File: config.mk
export PLATFORM = sky130hd
export DESIGN_NAME = init_longpress_detector_flat
export DESIGN_NICKNAME = d
export VERILOG_FILES = /design/src/rtl/init_longpress_detector_if.sv /design/src/rtl/init_longpress_detector.sv /design/src/flat_wrapper.sv
export SDC_FILE = /design/constraint.sdc
export NUM_CORES = 1
export LEC_CHECK = 0
export CORE_ASPECT_RATIO = 1.25
export CORE_UTILIZATION = 55
export DETAILED_ROUTE_END_ITERATION = 8
export PLACE_DENSITY = 0.72
export SYNTH_ARGS = -nofsm -noshare
export SYNTH_HDL_FRONTEND = slang
export SYNTH_SLANG_ARGS = --single-unit
File: constraint.sdc
create_clock -name clk -period 2.6 [get_ports clk]
set_input_delay 0.39 -clock clk [delete_from_list [all_inputs] [get_ports clk]]
set_output_delay 0.39 -clock clk [all_outputs]
set_load 0.03 [all_outputs]
File: src/rtl/init_longpress_detector_if.sv
// Button-to-sequencer signal bundle: raw button level in, one-cycle init pulse out.
interface init_longpress_detector_if;
  logic in;
  logic out;

  modport master (output in, input out);
  modport slave  (input in, output out);
endinterface

File: src/rtl/init_longpress_detector.sv
// Synchronises and debounces a raw push-button, then emits a single one-cycle
// init pulse once the debounced level has been held high for HOLD_CYCLES.
module init_longpress_detector #(
  parameter int DEBOUNCE_CYCLES = 1000,
  parameter int HOLD_CYCLES     = 500000,
  parameter int CNT_WIDTH       = 20
) (
  input  logic                      clk,
  input  logic                      rst_n,
  init_longpress_detector_if.slave  bus
);

  localparam logic [CNT_WIDTH-1:0] STAB_LAST = CNT_WIDTH'(DEBOUNCE_CYCLES - 1);
  localparam logic [CNT_WIDTH-1:0] HOLD_MAX  = CNT_WIDTH'(HOLD_CYCLES);

  logic                 s1;
  logic                 s;
  logic                 db;
  logic                 fired;
  logic                 out_q;
  logic [CNT_WIDTH-1:0] stab_cnt;
  logic [CNT_WIDTH-1:0] hold_cnt;

  // NOTE: every flop clears on the asynchronous reset and all state uses <=,
  // so each block sees the previous cycle's values regardless of block order.
  always_ff @(posedge clk or negedge rst_n) begin
    if (!rst_n) begin
      s1 <= 1'b0;
      s  <= 1'b0;
    end else begin
      s1 <= bus.in;
      s  <= s1;
    end
  end

  // A level change is accepted only after DEBOUNCE_CYCLES consecutive
  // disagreeing samples; any agreeing sample restarts the count.
  always_ff @(posedge clk or negedge rst_n) begin
    if (!rst_n) begin
      db       <= 1'b0;
      stab_cnt <= '0;
    end else if (s != db) begin
      if (stab_cnt == STAB_LAST) begin
        db       <= s;
        stab_cnt <= '0;
      end else begin
        stab_cnt <= stab_cnt + 1'b1;
      end
    end else begin
      stab_cnt <= '0;
    end
  end

  always_ff @(posedge clk or negedge rst_n) begin
    if (!rst_n) begin
      hold_cnt <= '0;
    end else if (!db) begin
      hold_cnt <= '0;
    end else if (hold_cnt != HOLD_MAX) begin
      hold_cnt <= hold_cnt + 1'b1;
    end
  end

  // Fire does not look at db: a press whose debounced high lasts exactly
  // HOLD_CYCLES still fires on the edge where db has already dropped.
  always_ff @(posedge clk or negedge rst_n) begin
    if (!rst_n) begin
      out_q <= 1'b0;
      fired <= 1'b0;
    end else if (hold_cnt == HOLD_MAX && !fired) begin
      out_q <= 1'b1;
      fired <= 1'b1;
    end else begin
      out_q <= 1'b0;
      if (!db) fired <= 1'b0;
    end
  end

  assign bus.out = out_q;

endmodule

File: src/flat_wrapper.sv
// flat-port wrapper written by rule: the top's interface ports become plain ports
module init_longpress_detector_flat 
#(
  parameter int DEBOUNCE_CYCLES = 1000,
  parameter int HOLD_CYCLES     = 500000,
  parameter int CNT_WIDTH       = 20
)
  (clk, rst_n, bus_in, bus_out);
  init_longpress_detector_if bus_i ();
  input  logic clk;
  input  logic rst_n;
  input wire logic [$bits(bus_i.in)-1:0] bus_in;
  output wire logic [$bits(bus_i.out)-1:0] bus_out;
  assign bus_i.in = bus_in;
  assign bus_out = bus_i.out;
  init_longpress_detector #(.DEBOUNCE_CYCLES(DEBOUNCE_CYCLES), .HOLD_CYCLES(HOLD_CYCLES), .CNT_WIDTH(CNT_WIDTH)) u_core (.clk(clk), .rst_n(rst_n), .bus(bus_i));
endmodule
### Yosys cells after proc, flatten, opt, wreduce, memory -nomap -nowiden

Cells that the tools add are included.

* add/sub/neg operators: 2
* eq/ne operators: 6
* muxes and demuxes: 7
* reduce and logical (&&, ||, !) cells: 3

Operators with widths (number)
* $mux W20: 4
* $add A20 B1 Y20 const B: 2
* $eq A20 B10 Y1 const B: 1
* $eq A20 B19 Y1 const B: 1
* $ne A20 B19 Y1 const B: 1
* $ne A2 B2 Y1 const B: 2
* $mux W1: 3
* $reduce_and A2 Y1: 1
* $logic_and A1 B1 Y1: 1
* $logic_not A1 Y1: 1
* $ne A1 B1 Y1: 1

* flip-flop bits (word level): 45
* output and inout bits: 1
* logic and storage cells: 25

### Logic depth before layout (Yosys ltp)

Gate-level depths: netlist of run 1.

* depth after elaboration: 3
* gate-level depth with buffers: 6
* mapped depth without buffers: 5

### Worst setup path before layout of run 1

No wires, ideal clock.

* kind: reg-to-reg
* from: register u_core.hold_cnt[0]
* to: register u_core.hold_cnt[18]
* library setup time: 0.080 ns
* arrival time: 1.627 ns
* path slack: 0.894 ns
* cell stages (with the launch flop): 7
* buffers on the path: 1
* path through: dfrtp_1 > ha_1 > and3_1 > buf_2 > nand4_2 > or4_1 > a21oi_1

* word-level cells in the longest chain between the ends: 3

Ends and longest elaborated chain
* start, declared: RTL line init_longpress_detector.sv:22 `logic [CNT_WIDTH-1:0] hold_cnt;`
* start signal, assigned: RTL line init_longpress_detector.sv:60 `hold_cnt <= hold_cnt + 1'b1;`
* $add A20 B1 Y20: RTL line init_longpress_detector.sv:60
* $mux W20: RTL line init_longpress_detector.sv:59 `end else if (hold_cnt != HOLD_MAX) begin`
* $mux W20: RTL line init_longpress_detector.sv:57 `end else if (!db) begin`

Parallel ways exist; a longest one is shown, timed or not. The select of a mux whose other input is x is not followed.
A chain may end at the register's enable or synchronous reset.

### Worst setup path after layout of run 1

* from: register u_core.hold_cnt[1]
* to: register u_core.hold_cnt[18]

The elaborated chain is that of the path after synthesis.

==> impl_results.md, run 1 <==
* Status: completed
* Pleak at 0.968 nW
* DP HPWL at 2860 um
* Initial antenna violation count at 0
* Global Route Usage Sum at 22.0%
* Syn Nets at 237
* Overflow after GRT at 0
* Drt wl/cell at 14.0 um
* Worst-path fanout max at 7
* CTS clk-pin slew, worst paths at 0.09 ns
* Final period util at 73.3%
* Fmax at 524 MHz
* Num CTS Buffers at 5
* DR vias/cell at 5.76
* Synth async-reset ratio at 100%
* Hold Worst Slack at 0.0626 ns
* Row count at 25
* Setup TNS Final at 0 ns
* Worst-Margin Slew at 0.627 ns
* RSZ-0062 raised after global routing: false
* GPL Wtd Cong at 0.850
* TritonRoute pass-1 iters at 4
* Synth unique cells at 36
* Crit end category: register
* Worst Hold Class: in2async
* Final core area utilization at 63.3%
* Worst path slowest cell: or4_1
* WL final at 4040 um
* Max cap viols at 0
* Final #Nets at 242
* CTS Hold Buffers Added at 0
* Port bufs at 3
* Largest net degree at the start of global routing at 26
* CP cell instances: ha_1 > and3_1 > nand4_2 > or4_1 > a21oi_1
* WP data arrival at 2.13 ns
* Die height at 73.5 um
* CTS Sinks at 45
* Critical Path RT at 2.82 ns
* Post-CTS Resized at 0
* Layout cells sized above 1 at 7.23%
* Clock buffer depth at 2
* Most common library cells after synthesis: dfrtp_1 (45), nor2_1 (32), nand2_1 (14), nand3_1 (14), xnor2_1 (14)
* Number of fill cells at 328
* CTS tree: done
* Cell with the most instances after synthesis: dfrtp_1
* Area contributors post-synth: dfrtp_1 (50%), xnor2_1 (5.5%), nor2_1 (5.3%), xor2_1 (3.9%), nand3_1 (3.1%)
* Root Driver: clkbuf_8
* Starting Density at 58.4%
* Register area share after synthesis at 50.1%
* PD cells at 511 mW/mm^2
* Vias in the first global route at 1,617
* Slew Viols, Final at 0
* Max incr delay on CP at 0.52 ns
* Mapped Area at 0.00225 sq mm
* Clock latency on the worst-skew pair at 0.29 ns
* Setup violators final at 0
* Top delay family on crit path: simple AND/OR/NAND/NOR gates
* Main synth FF type: dfrtp_1
* Worst setup SP type: register
* WP buf/inv at 0
* Setup Skew at 0.0142 ns
* Die Area at 0.00435 sq mm
* Worst Path Class, Setup: reg2reg
* Ys Warns at 0
* Final min period at 1.91 ns
* Register bit total from synthesis at 45
* DRT iter0 DRCs at 99
* Number of antenna diodes at 0
* Post-route DRC violation count at 0
* Die W at 59.2 um
* Postcts setup bufs at 0
* Synth-to-Final Area Change at 8.24%
* Hold Fails Final Rpt at 0
* Post-Syn Instances at 230
* Area leader, netlist: dfrtp_1
* Post-synth top area share at 50.1%
* # H-tree levels at 2
* Core Region at 0.00385 sq mm
* Antenna Nets Post-Route at 0
* Max_slew headroom at 57.8%
* First-pass GRT wire length at 7200 um
* # IOs at 4
* Number of flops mapped to enable cells by yosys at 0
* Syn Area/Cell at 9.78 sq um
* Maximum vdd drop at 0.354 mV
* Vias at 1,665
[cells in the final DEF (no fill, tap or decap), types with 4 or more instances in the layout]
cell type	Yosys	layout
nand2_1	14	14
a21oi_1	9	9
o21ai_0	9	9
or3_1	6	6
nand4_1	9	9
nor2_1	32	32
dfrtp_1	45	45
xnor2_1	14	14
ha_1	4	4
nand3_1	14	14
xor2_1	10	10
nor3_1	5	5
and3_1	5	5
inv_1	7	7
nor4_1	9	9
clkbuf_8	0	5
[path summary, 6_finish.rpt]
path	end	slack (ns)	depth (start not counted)	startpoint
hold / removal	u_core.hold_cnt[17]$_DFFE_PN0P_	0.06	1	rst_n
setup / recovery	u_core.hold_cnt[18]$_DFFE_PN0P_	0.69	5	u_core.hold_cnt[1]$_DFFE_PN0P_
min in group clk	u_core.s$_DFF_PN0_	0.36	0	u_core.s1$_DFF_PN0_
hold reg to reg	u_core.s$_DFF_PN0_	0.36	0	u_core.s1$_DFF_PN0_
setup reg to reg	u_core.hold_cnt[18]$_DFFE_PN0P_	0.69	5	u_core.hold_cnt[1]$_DFFE_PN0P_
max in group asynchronous	u_core.db$_DFFE_PN0P_	1.86	2	rst_n
[state kept, by name, summed over array words and instances (netlist names)]
register / cells
u_core.db: 1
u_core.fired: 1
u_core.s1: 1
u_core.bus.out: 1
u_core.stab_cnt: 20
u_core.hold_cnt: 20
u_core.s: 1
[power breakdown]
| group | switching [mW] | total, mW | internal, mW |
|---|---|---|---|
| logic | 0.0225 | 0.0309 | 0.00843 |
| registers | 0.00501 | 0.710 | 0.705 |
| clock network | 0.223 | 0.502 | 0.279 |
[stage by stage]
step | total power [mW] | cell area [sq um] | std cells | worst slack, ns
final | 1.24 | 2430 | 289 | 0.693
after CTS | 1.26 | 2430 | 289 | 0.694
after floorplan | 0.734 | 2250 | 230 | 0.894
after global routing | 1.29 | 2430 | 289 | 0.552
after global placement | 0.755 | 2330 | 282 | 0.740
after detailed placement | 0.756 | 2330 | 282 | 0.725
[cells by family (layout without fill, tap and decap cells)]
logic type	Yosys count	in the layout	synth area share, %
buffers and inverters	16	21	2.84
AOI/OAI and AO/OA	26	26	6.84
adders and majority gates	4	4	2.23
and+or+nand+nor	111	111	26.8
DFF	45	45	50.1
muxes	4	4	1.84
xor gates and xnor gates	24	24	9.35
[routing by layer]
layer	global-route usage (%)	up-vias	wire length, um
li1	-	822	-
met1	27.5	823	1850
met2	36.5	16	2070
met3	4.58	4	82
met4	9.52	0	37
met5	0	-	0
[final cells by class]
cell class              instances  area, sq um  area share, %
clock buffers                   5         68.8           2.83
clock inverters                 2         35.0           1.44
inverters                       8         30.0           1.23
multi-input cells             169         1060           43.5
flip-flops and latches         45         1130           46.3
well taps                      54         67.6           2.78
repair buffers                  6         47.5           1.95
(Power assumes the default switching activity.)
==> run 2, diff against run 1 <==
Settings changed: PLACE_DENSITY 0.72 to 0.74.
Clock period 2.6 ns to 1.7 ns, I/O delays scaled along.
==> run 2 against run 1 <==
Compared with the run above:
- critical endpoint unchanged
- combinational power is 78% higher
- critical path depth stayed put
- final cell count is 10% higher
- clock power is 71% higher
- highest routed layer unchanged
- sequential cell count stayed put
- global-route usage is 3.0 points higher
==> impl_results.md, run 2 (synthesis results as in run 1) <==
* PD cells at 740 mW/mm^2
* Worst Hold Class: reg2reg
* Post-route DRC violation count at 0
* Final setup margin at 0.0220 ns
* Worst-Margin Slew at 0.646 ns
* Hold Fails Final Rpt at 0
* Initial antenna violation count at 0
* Setup violators final at 0
* Setup TNS Final at 0 ns
* GPL Wtd Cong at 0.849
* Worst-path fanout max at 7
* CTS Sinks at 45
* Hold Worst Slack at 0.356 ns
* Clock buffer depth at 2
* CP cell instances: ha_1 > and3_4 > nand4_4 > or4_1 > a21oi_1
* Vias in the first global route at 1,811
* Worst Path Class, Setup: reg2reg
* Worst reg2reg path depth at 5
* Commonest cells after routing, fill and taps aside: dfrtp_1 (44), nor2_1 (32), buf_4 (31)
* Layout cells sized above 1 at 18.9%
* Die W at 59.2 um
* First-pass GRT wire length at 8110 um
* Number of antenna diodes at 0
* Die height at 73.5 um
* Clock latency on the worst-skew pair at 0.31 ns
* Area of the multi-input gates at 0.00108 sq mm
* Pre-CTS setup slack at 0.0369 ns
* Num CTS Buffers at 5
* Final instance area at 0.00270 sq mm
* Die Area at 0.00435 sq mm
* WL final at 4870 um
* Root Driver: clkbuf_8
* Overflow after GRT at 0
* Placed cell count at 307
* Final period util at 98.7%
* CTS tree: done
* Final core area utilization at 70.1%
* Critical Path RT at 1.94 ns
* Fmax at 596 MHz
* R2R Setup Slk at 0.02 ns
* Maximum vdd drop at 0.675 mV
* Status: completed
* DRT iter0 DRCs at 121
* R2r startpoint: u_core.hold_cnt[0]$_DFFE_PN0P_
* Setup Skew at 0.0118 ns
* Hold path startpoint: u_core.s1$_DFF_PN0_
* # H-tree levels at 2
* Starting Density at 58.4%
* DR vias/cell at 5.73
* Worst path slowest cell: or4_1
* RSZ-0062 raised after global routing: true
* TritonRoute pass-1 iters at 4
* Hold depth at 0
* Commonest non-fill, non-tap cell in the layout: dfrtp_1
* CTS clk-pin slew, worst paths at 0.09 ns
* Crit end category: register
* Row count at 25
* Final min period at 1.68 ns
* Fin cells at 319
* Max cap viols at 0
* Vias at 1,827
* Port bufs at 3
* Slew Viols, Final at 0
* Antenna Nets Post-Route at 0
* Top delay family on crit path: simple AND/OR/NAND/NOR gates
* DP HPWL at 3300 um
* Worst r2r dst: u_core.hold_cnt[18]$_DFFE_PN0P_
* WP data arrival at 1.92 ns
* Pleak at 1.12 nW
* # IOs at 4
* Max_slew headroom at 57.0%
* Worst setup SP type: register
* Max incr delay on CP at 0.50 ns
* WP buf/inv at 0
* Largest regs: u_core.hold_cnt: 20 flops, u_core.stab_cnt: 20 flops
* Power, Total at 2.00 mW
* Core Region at 0.00385 sq mm
* Drt wl/cell at 15.3 um
* Sequential Area at 0.00113 sq mm
* Hold EP: u_core.s$_DFF_PN0_
* Dpl cell area at 0.00253 sq mm
* Global Route Usage Sum at 25.0%
* Largest net degree at the start of global routing at 29
* Final #Nets at 271
* Synth-to-Final Area Change at 20.0%
* Number of fill cells at 313
run 2: cell type report:
| type | instances | share of cell area, % |
|---|---|---|
| well taps | 54 | 2.50 |
| multi-input cells | 169 | 40.2 |
| repair buffers | 35 | 9.93 |
| clock inverters | 2 | 1.39 |
| flip-flops and latches | 45 | 41.8 |
| clock buffers | 6 | 3.06 |
| inverters | 8 | 1.11 |
run 2: repair_timing:
| item | in CTS | in global routing |
|---|---|---|
| setup endpoints to repair | 0 | 11 |
| hold buffers | 1 | 0 |
| buffers inserted | 0 | 3 |
| resized for setup | 0 | 5 |
| hold endpoints to repair | 26 | 0 |
run 2: layer usage:
metal | vias up | track usage (%) | share of wire [%]
li1 | 881 | - | -
met1 | 900 | 27.4 | 40
met2 | 37 | 45.4 | 55
met3 | 9 | 5.46 | 3.2
met4 | 0 | 10.6 | 1.5
met5 | - | 0 | 0
run 2: worst max-delay path by stage:
stage                                         from  cells past startpoint                               to  slack (ns)
global route        u_core.hold_cnt[0]$_DFFE_PN0P_                      5  u_core.hold_cnt[18]$_DFFE_PN0P_       -0.07
global placement    u_core.hold_cnt[0]$_DFFE_PN0P_                      5  u_core.hold_cnt[18]$_DFFE_PN0P_        0.08
finish              u_core.hold_cnt[0]$_DFFE_PN0P_                      5  u_core.hold_cnt[18]$_DFFE_PN0P_        0.02
CTS                 u_core.hold_cnt[0]$_DFFE_PN0P_                      5  u_core.hold_cnt[18]$_DFFE_PN0P_       0.009
detailed placement  u_core.hold_cnt[0]$_DFFE_PN0P_                      5  u_core.hold_cnt[18]$_DFFE_PN0P_        0.04
floorplan           u_core.hold_cnt[0]$_DFFE_PN0P_                      6  u_core.hold_cnt[18]$_DFFE_PN0P_        0.02
run 2: power breakdown:
group	switching [mW]	total (mW)	leakage [nW]	internal, mW
Clock	0.379	0.858	0.0574	0.478
Combinational	0.0372	0.0549	0.446	0.0177
Sequential	0.00742	1.08	0.620	1.08
Total	0.424	2.00	1.12	1.57
